File: src/rtl/conway_life_cell.sv
// conway_life_cell
//
// One cell of a synchronous Game of Life array. The cell holds a single state
// bit and advances it one generation per rising clock edge when enabled. The
// bit can also be loaded directly through a write port, or through a serial
// scan path that shifts patterns into or out of the array.
//
// Ports
//   clk                 system clock, all state changes on the rising edge
//   reset               asynchronous reset, active-low, clears alive
//   n ne e se s sw w nw current state of the eight neighbouring cells
//   write / val         direct-load strobe and the value it loads
//   enb                 generation-step enable
//   scan / scan_val     scan-mode select and the serial value it loads
//   alive               registered cell state (flop output, no input path)
//
// Next-state priority: reset, scan, write, enb (Conway rule), hold.

module conway_life_cell (
  input  logic clk,
  input  logic reset,
  input  logic n,
  input  logic ne,
  input  logic e,
  input  logic se,
  input  logic s,
  input  logic sw,
  input  logic w,
  input  logic nw,
  input  logic write,
  input  logic val,
  input  logic enb,
  input  logic scan,
  input  logic scan_val,
  output logic alive
);

  // Population count of the neighbourhood, 0..8.
  function automatic logic [3:0] count_neighbours(input logic [7:0] nb);
    logic [3:0] sum;
    sum = 4'd0;
    for (int i = 0; i < 8; i++) begin
      sum = sum + {3'b000, nb[i]};
    end
    return sum;
  endfunction

  // Conway rule: three neighbours gives birth, two keeps the current state,
  // anything else is death by isolation or overcrowding.
  function automatic logic life_rule(input logic [3:0] cnt, input logic cur);
    logic nxt;
    case (cnt)
      4'd2:    nxt = cur;
      4'd3:    nxt = 1'b1;
      default: nxt = 1'b0;
    endcase
    return nxt;
  endfunction

  logic [7:0] nbrs;
  logic [3:0] nbr_cnt;
  logic       alive_nxt;

  assign nbrs    = {nw, w, sw, s, se, e, ne, n};
  assign nbr_cnt = count_neighbours(nbrs);

  always_comb begin
    alive_nxt = alive;
    if (scan) begin
      alive_nxt = scan_val;
    end else if (write) begin
      alive_nxt = val;
    end else if (enb) begin
      alive_nxt = life_rule(nbr_cnt, alive);
    end
  end

  // State register: the only stage; alive is the flop output.
  always_ff @(posedge clk or negedge reset) begin
    if (!reset) begin
      alive <= 1'b0;
    end else begin
      alive <= alive_nxt;
    end
  end

endmodule

File: config.mk
export PLATFORM = sky130hd
export DESIGN_NAME = conway_life_cell
export DESIGN_NICKNAME = d
export VERILOG_FILES = /design/src/rtl/conway_life_cell.sv
export SDC_FILE = /design/constraint.sdc
export NUM_CORES = 1
export LEC_CHECK = 0
export ABC_CLOCK_PERIOD_IN_PS = 2200
export CAP_MARGIN = 20
export CORE_AREA = 5 5 42 44
export DETAILED_ROUTE_END_ITERATION = 10
export DIE_AREA = 0 0 47 49
export PLACE_DENSITY = 0.55
export SYNTH_ARGS = -nofsm -noshare
export SYNTH_HDL_FRONTEND = slang
export SYNTH_SLANG_ARGS = --single-unit
export TNS_END_PERCENT = 100
File: constraint.sdc
create_clock -name clk -period 2.2 [get_ports clk]
set_clock_uncertainty 0.15 [all_clocks]
set_input_delay 0.33 -clock clk [delete_from_list [all_inputs] [get_ports clk]]
set_output_delay 0.33 -clock clk [all_outputs]
set_load 0.01 [all_outputs]
==> impl_metrics.ini, run 1 <==
[status]
status = complete, but fails checks
violations = negative setup slack

[finish]
post-route-util_pct = 32.14
fillCellCount = 161
final_cells = 61
num-nets-final = 69
syn_to_final_growth_pct = 73.91
reg_top3 = alive (1)
largest_reg_flops = 1
final_layout_size_suffix_gt1_share_pct = 24.44
top_register = alive
antenna_cells = 0

[power_and_ir_drop]
power_leakage_nw = 0.2258
pwr-share-comb_pct = 87.2
p_switching_mw = 0.06365
p_int_mw = 0.1135
p_sw_share_pct = 35.94
power-per-cell-area_nw_per_um2 = 393.3
p_clk_share_pct = 0
seqPwrFrac_pct = 12.8
ir_drop_v = 0.00009612

[critical_path]
crit_fanout = 3
rr_worst_depth = 2
worstPathArrival_ps = 3080
critPathLaunch = se
reg2reg_slack_ps = 1320
critical_path_class = input port to flip-flop
startpoint_type = input port
end_kind = flip-flop
critPathRequiredTime_ps = 1920
r2r_start = alive
reg2reg_to = alive

[synthesis]
synth-simple-area-share_pct = 14.49
ys_seq_area_share_pct = 9.662
synth_flop_cell = dfrtp_1
syn-cell-area_sq_um = 259.0
yosysMostFrequentCell = inv_1
synthXorXnorAreaFrac_pct = 0
syn-instance-count = 29
synthTopCellsByCount = inv_1, fa_1, ha_1, a21oi_1
synth.avg_cell_area_sq_um = 8.931
async_flop_share_pct = 100.0
yosysWarnings = 0
synth_cell_types = 12
synth_edf_count = 0
synth_nets = 51
netlist_top_cells_area = fa_1, inv_1, ha_1
synth.largest_area_cell = fa_1
synth_top_family_by_area = adder cells
synth_fa_ha_area_share_pct = 45.41
yosysTopAreaCellShare_pct = 30.92
ys_seq_elements = 1
synth-compound-area-share_pct = 13.04
synth_mux_area_share_pct = 0

[timing]
rsz0062_at_grt = true
hold_viol = 0
fin_crit_ps = 3364
finalSetupViolations = 1
fin_ws_ps = -1164
fmax_mhz = 297.3
relSlewSlack_pct = 85.89
drv_slew = 0
worstMarginPinSlew_ps = 209.4
fin_crit_sh_pct = 152.9

[route]
via_per_inst = 3.836
drc = 0
routed_wl_um = 467
drt-pass1-iter-count = 1
routedWlPerCell_um = 7.656
route.vias.total = 234
drt_iter0_drc = 0
final_antenna_net_count = 0

[min_path]
hold_class = input port to async pin

[place]
gp_congestion = 0.6647
portBuffers = 15
dpl.cell_count = 61
hpwl_um = 458.3

[floorplan]
die_w_um = 47
coreArea_sq_um = 1401
rows = 14
initial_core_util_pct = 18.48
dieArea_sq_um = 2303
die_h_um = 49
ios = 16

[clock_tree]
cts.clk_slew.worst_paths_ps = 0
clk_latency_ps = 0

[global_route]
grt_overflow = 0
antenna_found_initial = 0
grt_pass1_vias = 208
globalRouteTotalUtil_pct = 4.087
grt_start_max_net_pins = 4
grt_pass1_wl_um = 793

[flow_run]
maxCapViolations = 0
-- area by class of cell --
cell class / instances / area, sq um / share of cell area, %
inverters: 12 / 45.04 / 10.00
well taps: 16 / 20.02 / 4.444
multi-input cells: 16 / 211.5 / 46.94
repair buffers: 16 / 148.9 / 33.06
flip-flops and latches: 1 / 25.02 / 5.556
-- through the flow --
step | setup slack [ps] | hold WS (ps) | cell area [sq um] | total power, mW | TNS [ps]
floorplan | -1048 | -115.6 | 267.8 | 0.1108 | -1048
global placement | -1618 | 333.0 | 445.4 | 0.1613 | -1618
detailed placement | -1634 | 332.2 | 445.4 | 0.1643 | -1634
CTS | -1316 | 332.2 | 444.2 | 0.1713 | -1316
global route | -1354 | 338.9 | 450.4 | 0.2056 | -1354
finish | -1164 | 331.0 | 450.4 | 0.1771 | -1164
-- kinds of logic (layout without fill, tap and decap cells) --
logic type | Yosys count | in the layout
AND/OR/NAND/NOR | 5 | 5
AO/OA/AOI/OAI | 4 | 4
flip-flops | 1 | 1
buffers and inverters | 12 | 28
adder cells (fa/ha/maj) | 7 | 7
-- per-layer routing --
metal  track usage (%)  vias up  wire length, um
met3            0.3690        0               60
met5                 0        -                0
li1                  -      122                -
met2             7.240        8              210
met4                 0        0                0
met1             5.507      104              195
-- critical path, cell delays in order --
cell and delay [ps]:
buf_6 70, inv_2 30, fa_1 550, fa_1 430, fa_1 500, inv_1 40
ha_2 170, fa_1 460, and4b_1 200, a211oi_2 230, o41ai_2 70
-- worst max path at each step --
stage | endpoint | cells after the start
after CTS | alive | 11
after detailed placement | alive | 11
after global placement | alive | 11
final | alive | 11
after floorplan | alive | 10
after global routing | alive | 11
-- power by group through the flow --
stage | clock network [mW] | registers [mW] | logic (mW)
finish | 0 | 0.0227 | 0.154
global placement | 0 | 0.0228 | 0.139
global route | 0 | 0.0231 | 0.183
CTS | 0 | 0.0228 | 0.148
floorplan | 0 | 0.0240 | 0.0867
detailed placement | 0 | 0.0228 | 0.142
-- cell usage in the layout, fill, tap and decap left out --
master           count
a21oi_1              1
inv_1               10
dfrtp_1              1
or2b_1               1
a21oi_2              1
inv_2                2
fa_1                 4
nor3b_4              1
o41ai_2              1
and3b_1              1
ha_1                 2
clkdlybuf4s50_1     12
buf_6                1
and4b_1              1
nand2_1              1
buf_2                2
ha_2                 1
a211oi_2             1
buf_4                1
-- what timing repair did --
item                                    CTS  global route
pin swaps                                 8             4
endpoints found under the setup margin    1             1
gates resized for setup                  14             1
hold buffers                              0             0
setup buffers                             0             0
No activity file was read; power rests on OpenSTA's default activity.
==> run 2, diff against run 1 <==
- GPL_TIMING_DRIVEN: unset -> 0
==> run 2 against run 1 <==
The run still ends with negative setup slack left. Maximum frequency decreased by 3.2%. First-iteration DRC count unchanged. Die area unchanged. Critical path depth increased by 1. Total power increased by 1.6%. Cell area decreased by 1.4%. Register-to-register slack about the same. Flip-flop and latch count unchanged. Largest cell class unchanged.
==> impl_metrics.ini, run 2 (synthesis gave the netlist of run 1 again) <==
[power_and_ir_drop]
power_leakage_nw = 0.2232
p_int_mw = 0.1148
p_clk_share_pct = 0
p_sw_share_pct = 36.22
ir_drop_v = 0.00008887
p_switching_mw = 0.06518
seqPwrFrac_pct = 12.6
power.total_mw = 0.1799
pwr-share-comb_pct = 87.4
power-per-cell-area_nw_per_um2 = 405.1

[route]
route.vias.total = 236
drt-pass1-iter-count = 1
routed_wl_um = 508
routedWlPerCell_um = 8.328
drt_iter0_drc = 0
drc = 0
via_per_inst = 3.869
final_antenna_net_count = 0

[global_route]
grt_overflow = 0
grt_pass1_wl_um = 786
antenna_found_initial = 0
grt_start_max_net_pins = 4
globalRouteTotalUtil_pct = 4.161
grt_pass1_vias = 207

[timing]
drv_slew = 0
fin_ws_ps = -1275
relSlewSlack_pct = 85.13
worstMarginPinSlew_ps = 220.7
rsz0062_at_grt = true
fin_crit_ps = 3475
fmax_mhz = 287.8
finalSetupViolations = 1
hold_viol = 0
fin_crit_sh_pct = 158.0

[finish]
reg_top3 = alive (1)
layout_common_cells = clkdlybuf4s50_1, inv_1, fa_1, inv_2
num-nets-final = 69
syn_to_final_growth_pct = 71.50
largest_reg_flops = 1
regArea_sq_um = 25.02
multi_input_area_sq_um = 205.2
antenna_cells = 0
final_layout_size_suffix_gt1_share_pct = 26.67
top_register = alive
layout_commonest_cell = clkdlybuf4s50_1
post-route-util_pct = 31.70
fillCellCount = 158

[critical_path]
end_kind = flip-flop
crit_fanout = 3
startpoint_type = input port
critPathRequiredTime_ps = 1920
worstPathArrival_ps = 3190
critical_path_class = input port to flip-flop

[floorplan]
dieArea_sq_um = 2303
die_h_um = 49
ios = 16
coreArea_sq_um = 1401
rows = 14
initial_core_util_pct = 18.48
die_w_um = 47

[place]
portBuffers = 15
hpwl_um = 457.6
gp_congestion = 0.6591
dp_slack_ps = -1667

[min_path]
hold_class = input port to async pin

[flow_run]
maxCapViolations = 0

[status]
violations = negative setup slack
status = complete, but fails checks

[clock_tree]
holdBufCountCts = 0
cts.clk_slew.worst_paths_ps = 0
clk_latency_ps = 0
## run 2: cell counts in the layout (fill, tap and decap cells not counted)
Identical to the previous run, type by type.
## run 2: layout make-up
class / count / area share, %
Multi-Input combinational cell: 16 / 46.20
Inverter: 12 / 10.14
Timing Repair Buffer: 16 / 33.52
Tap cell: 16 / 4.507
Sequential cell: 1 / 5.634
## run 2: worst paths after layout
path | from | endpoint | slack [ps] | depth (start not counted)
worst min-delay path | reset | alive | 330 | 1
worst max register to register | alive | alive | 1310 | 2
worst max-delay path | se | alive | -1280 | 12
worst min register to register | alive | alive | 460 | 2
max in group asynchronous | reset | alive | 1470 | 1
min in group clk | alive | alive | 460 | 2
## run 2: power groups by stage
| stage | combinational (mW) | clock [mW] | sequential [mW] |
|---|---|---|---|
| after floorplan | 0.0867 | 0 | 0.0240 |
| after global placement | 0.134 | 0 | 0.0229 |
| after detailed placement | 0.138 | 0 | 0.0228 |
| after CTS | 0.146 | 0 | 0.0228 |
| after global routing | 0.181 | 0 | 0.0229 |
| final | 0.157 | 0 | 0.0227 |
## run 2: repair_timing
action,CTS,global route
resized for setup,14,1
endpoints found under the setup margin,1,1
endpoints found under the hold margin,0,0
setup buffers,0,1
cloned,0,0
pin swaps,8,6
## run 2: through the flow
stage          instances  TNS (ps)  hold slack [ps]  cell area, sq um
6_report              61     -1275            330.9             444.2
5_1_grt               61     -1378            346.3             444.2
4_1_cts               60     -1353            334.2             436.7
3_5_place_dp          60     -1667            334.2             437.9
3_3_place_gp          60     -1656            328.2             437.9
2_1_floorplan         29     -1048           -115.6             267.8
## run 2: layer usage
| metal | share of wire, % | track usage [%] |
|---|---|---|
| met1 | 39 | 6.181 |
| met2 | 50 | 7.014 |
| met3 | 11 | 0 |
| met4 | 0 | 0 |
| met5 | 0 | 0 |
## run 2: worst max-delay path, stage by stage
cell and delay [ps]:
buf_6 70, inv_2 30, fa_1 550, fa_1 430, fa_1 500, inv_1 50, ha_2 170, fa_1 520
buf_4 110, or2b_1 220, a21oi_2 130, o41ai_2 80
==> run 3, diff against run 2 <==
- CORE_AREA: 5 5 42 44 -> 2 2 39 41
- DIE_AREA: 0 0 47 49 -> 0 0 41 43
==> run 3 against run 2 <==
The run still ends with negative setup slack left. Combinational power fell by 6%. Global-route usage grew 1.5 points. Cell area rose by 0.56%. Routed wire length fell by 15%. Sequential power hardly changed.
==> impl_metrics.ini, run 3 (synthesis gave the netlist of run 1 again) <==
[critical_path]
r2r_start = alive
crit_fanout = 3
reg2reg_slack_ps = 1320
end_kind = flip-flop
rr_worst_depth = 2
worstPathArrival_ps = 3090
critical_path_class = input port to flip-flop
critPathLaunch = se
critPathRequiredTime_ps = 1920
timing.critical_path.to = alive
reg2reg_to = alive
startpoint_type = input port

[floorplan]
die_w_um = 41
initial_core_util_pct = 18.72
dieArea_sq_um = 1763
coreArea_sq_um = 1384
rows = 14
ios = 16
die_h_um = 43

[finish]
layout_commonest_cell = clkdlybuf4s50_1
syn_to_final_growth_pct = 72.46
final_layout_size_suffix_gt1_share_pct = 25.00
fin_area_sq_um = 446.7
post-route-util_pct = 32.28
final_cells = 60
antenna_cells = 0
top_register = alive
num-nets-final = 68
largest_reg_flops = 1
layout_common_cells = clkdlybuf4s50_1, inv_1, fa_1, inv_2
reg_top3 = alive (1)

[global_route]
antenna_found_initial = 0
grt_start_max_net_pins = 4
globalRouteTotalUtil_pct = 5.634
grt_overflow = 0
grt_pass1_wl_um = 772
grt_pass1_vias = 217

[power_and_ir_drop]
p_clk_share_pct = 0
power.total_mw = 0.1695
seqPwrFrac_pct = 13.4
ir_drop_v = 0.00007038
p_int_mw = 0.1052
p_sw_share_pct = 37.94
pwr-share-comb_pct = 86.6
power_leakage_nw = 0.2201
power-per-cell-area_nw_per_um2 = 379.5
p_switching_mw = 0.06432

[place]
hpwl_um = 436.7
dpl_cell_area_sq_um = 437.9
gp_congestion = 0.5494
dpl.cell_count = 60
portBuffers = 15
dp_slack_ps = -1652

[route]
final_antenna_net_count = 0
drc = 0
via_per_inst = 3.833
drt-pass1-iter-count = 1
route.vias.total = 230
routedWlPerCell_um = 7.233
routed_wl_um = 434
drt_iter0_drc = 0

[timing]
finalSetupViolations = 1
fin_ws_ps = -1171
fin_crit_ps = 3371
relSlewSlack_pct = 85.71
fmax_mhz = 296.7
worstMarginPinSlew_ps = 212.0
whs_ps = 332.9
fin_crit_sh_pct = 153.2
fin_tns_setup_ps = -1171
rsz0062_at_grt = true
hold_viol = 0
drv_slew = 0

[clock_tree]
holdBufCountCts = 0
cts.clk_slew.worst_paths_ps = 0
clk_latency_ps = 0
cts_setup_buffers = 0

[min_path]
hold_class = input port to async pin

[status]
status = complete, but fails checks
violations = negative setup slack

[flow_run]
maxCapViolations = 0
-- run 3: cell types whose count changed in the layout (fill, tap and decap cells not counted) --
cell | previous run | this run
buf_4 | 1 | 0
ha_2 | 1 | 0
ha_4 | 0 | 1
-- run 3: metal layers --
| metal | share of wire, % | vias to the layer above | track usage [%] |
|---|---|---|---|
| li1 | - | 119 | - |
| met1 | 40 | 106 | 7.443 |
| met2 | 53 | 5 | 10.31 |
| met3 | 7.6 | 0 | 0 |
| met4 | 0 | 0 | 0 |
| met5 | 0 | - | 0 |
-- run 3: cell type report --
class	count	area, sq um
fillers	160	937.1
multi-input cells	16	215.2
repair buffers	15	141.4
inverters	12	45.04
flip-flops and latches	1	25.02
well taps	16	20.02
-- run 3: critical path: stages --
cell      delay (ps)
buf_6             70
inv_2             30
fa_1             540
fa_1             430
fa_1             520
inv_2             50
ha_4             150
fa_1             460
and4b_1          200
a211oi_2         240
o41ai_2           80
-- run 3: worst min path at each step --
| stage | startpoint | to | cells past startpoint |
|---|---|---|---|
| after detailed placement | reset | alive | 1 |
| final | reset | alive | 1 |
| after CTS | reset | alive | 1 |
| after global placement | reset | alive | 1 |
| after floorplan | reset | alive | 0 |
| after global routing | reset | alive | 1 |
-- run 3: repair_timing --
action	CTS	global route
gates cloned	0	0
pin swaps	8	5
gates resized for setup	13	3
endpoints found under the setup margin	1	1
-- run 3: power groups by stage --
stage / Clock [mW] / Sequential (mW) / Combinational (mW)
after detailed placement: 0 / 0.0227 / 0.140
final: 0 / 0.0227 / 0.147
after global placement: 0 / 0.0228 / 0.134
after CTS: 0 / 0.0227 / 0.146
after global routing: 0 / 0.0231 / 0.169
after floorplan: 0 / 0.0240 / 0.0867
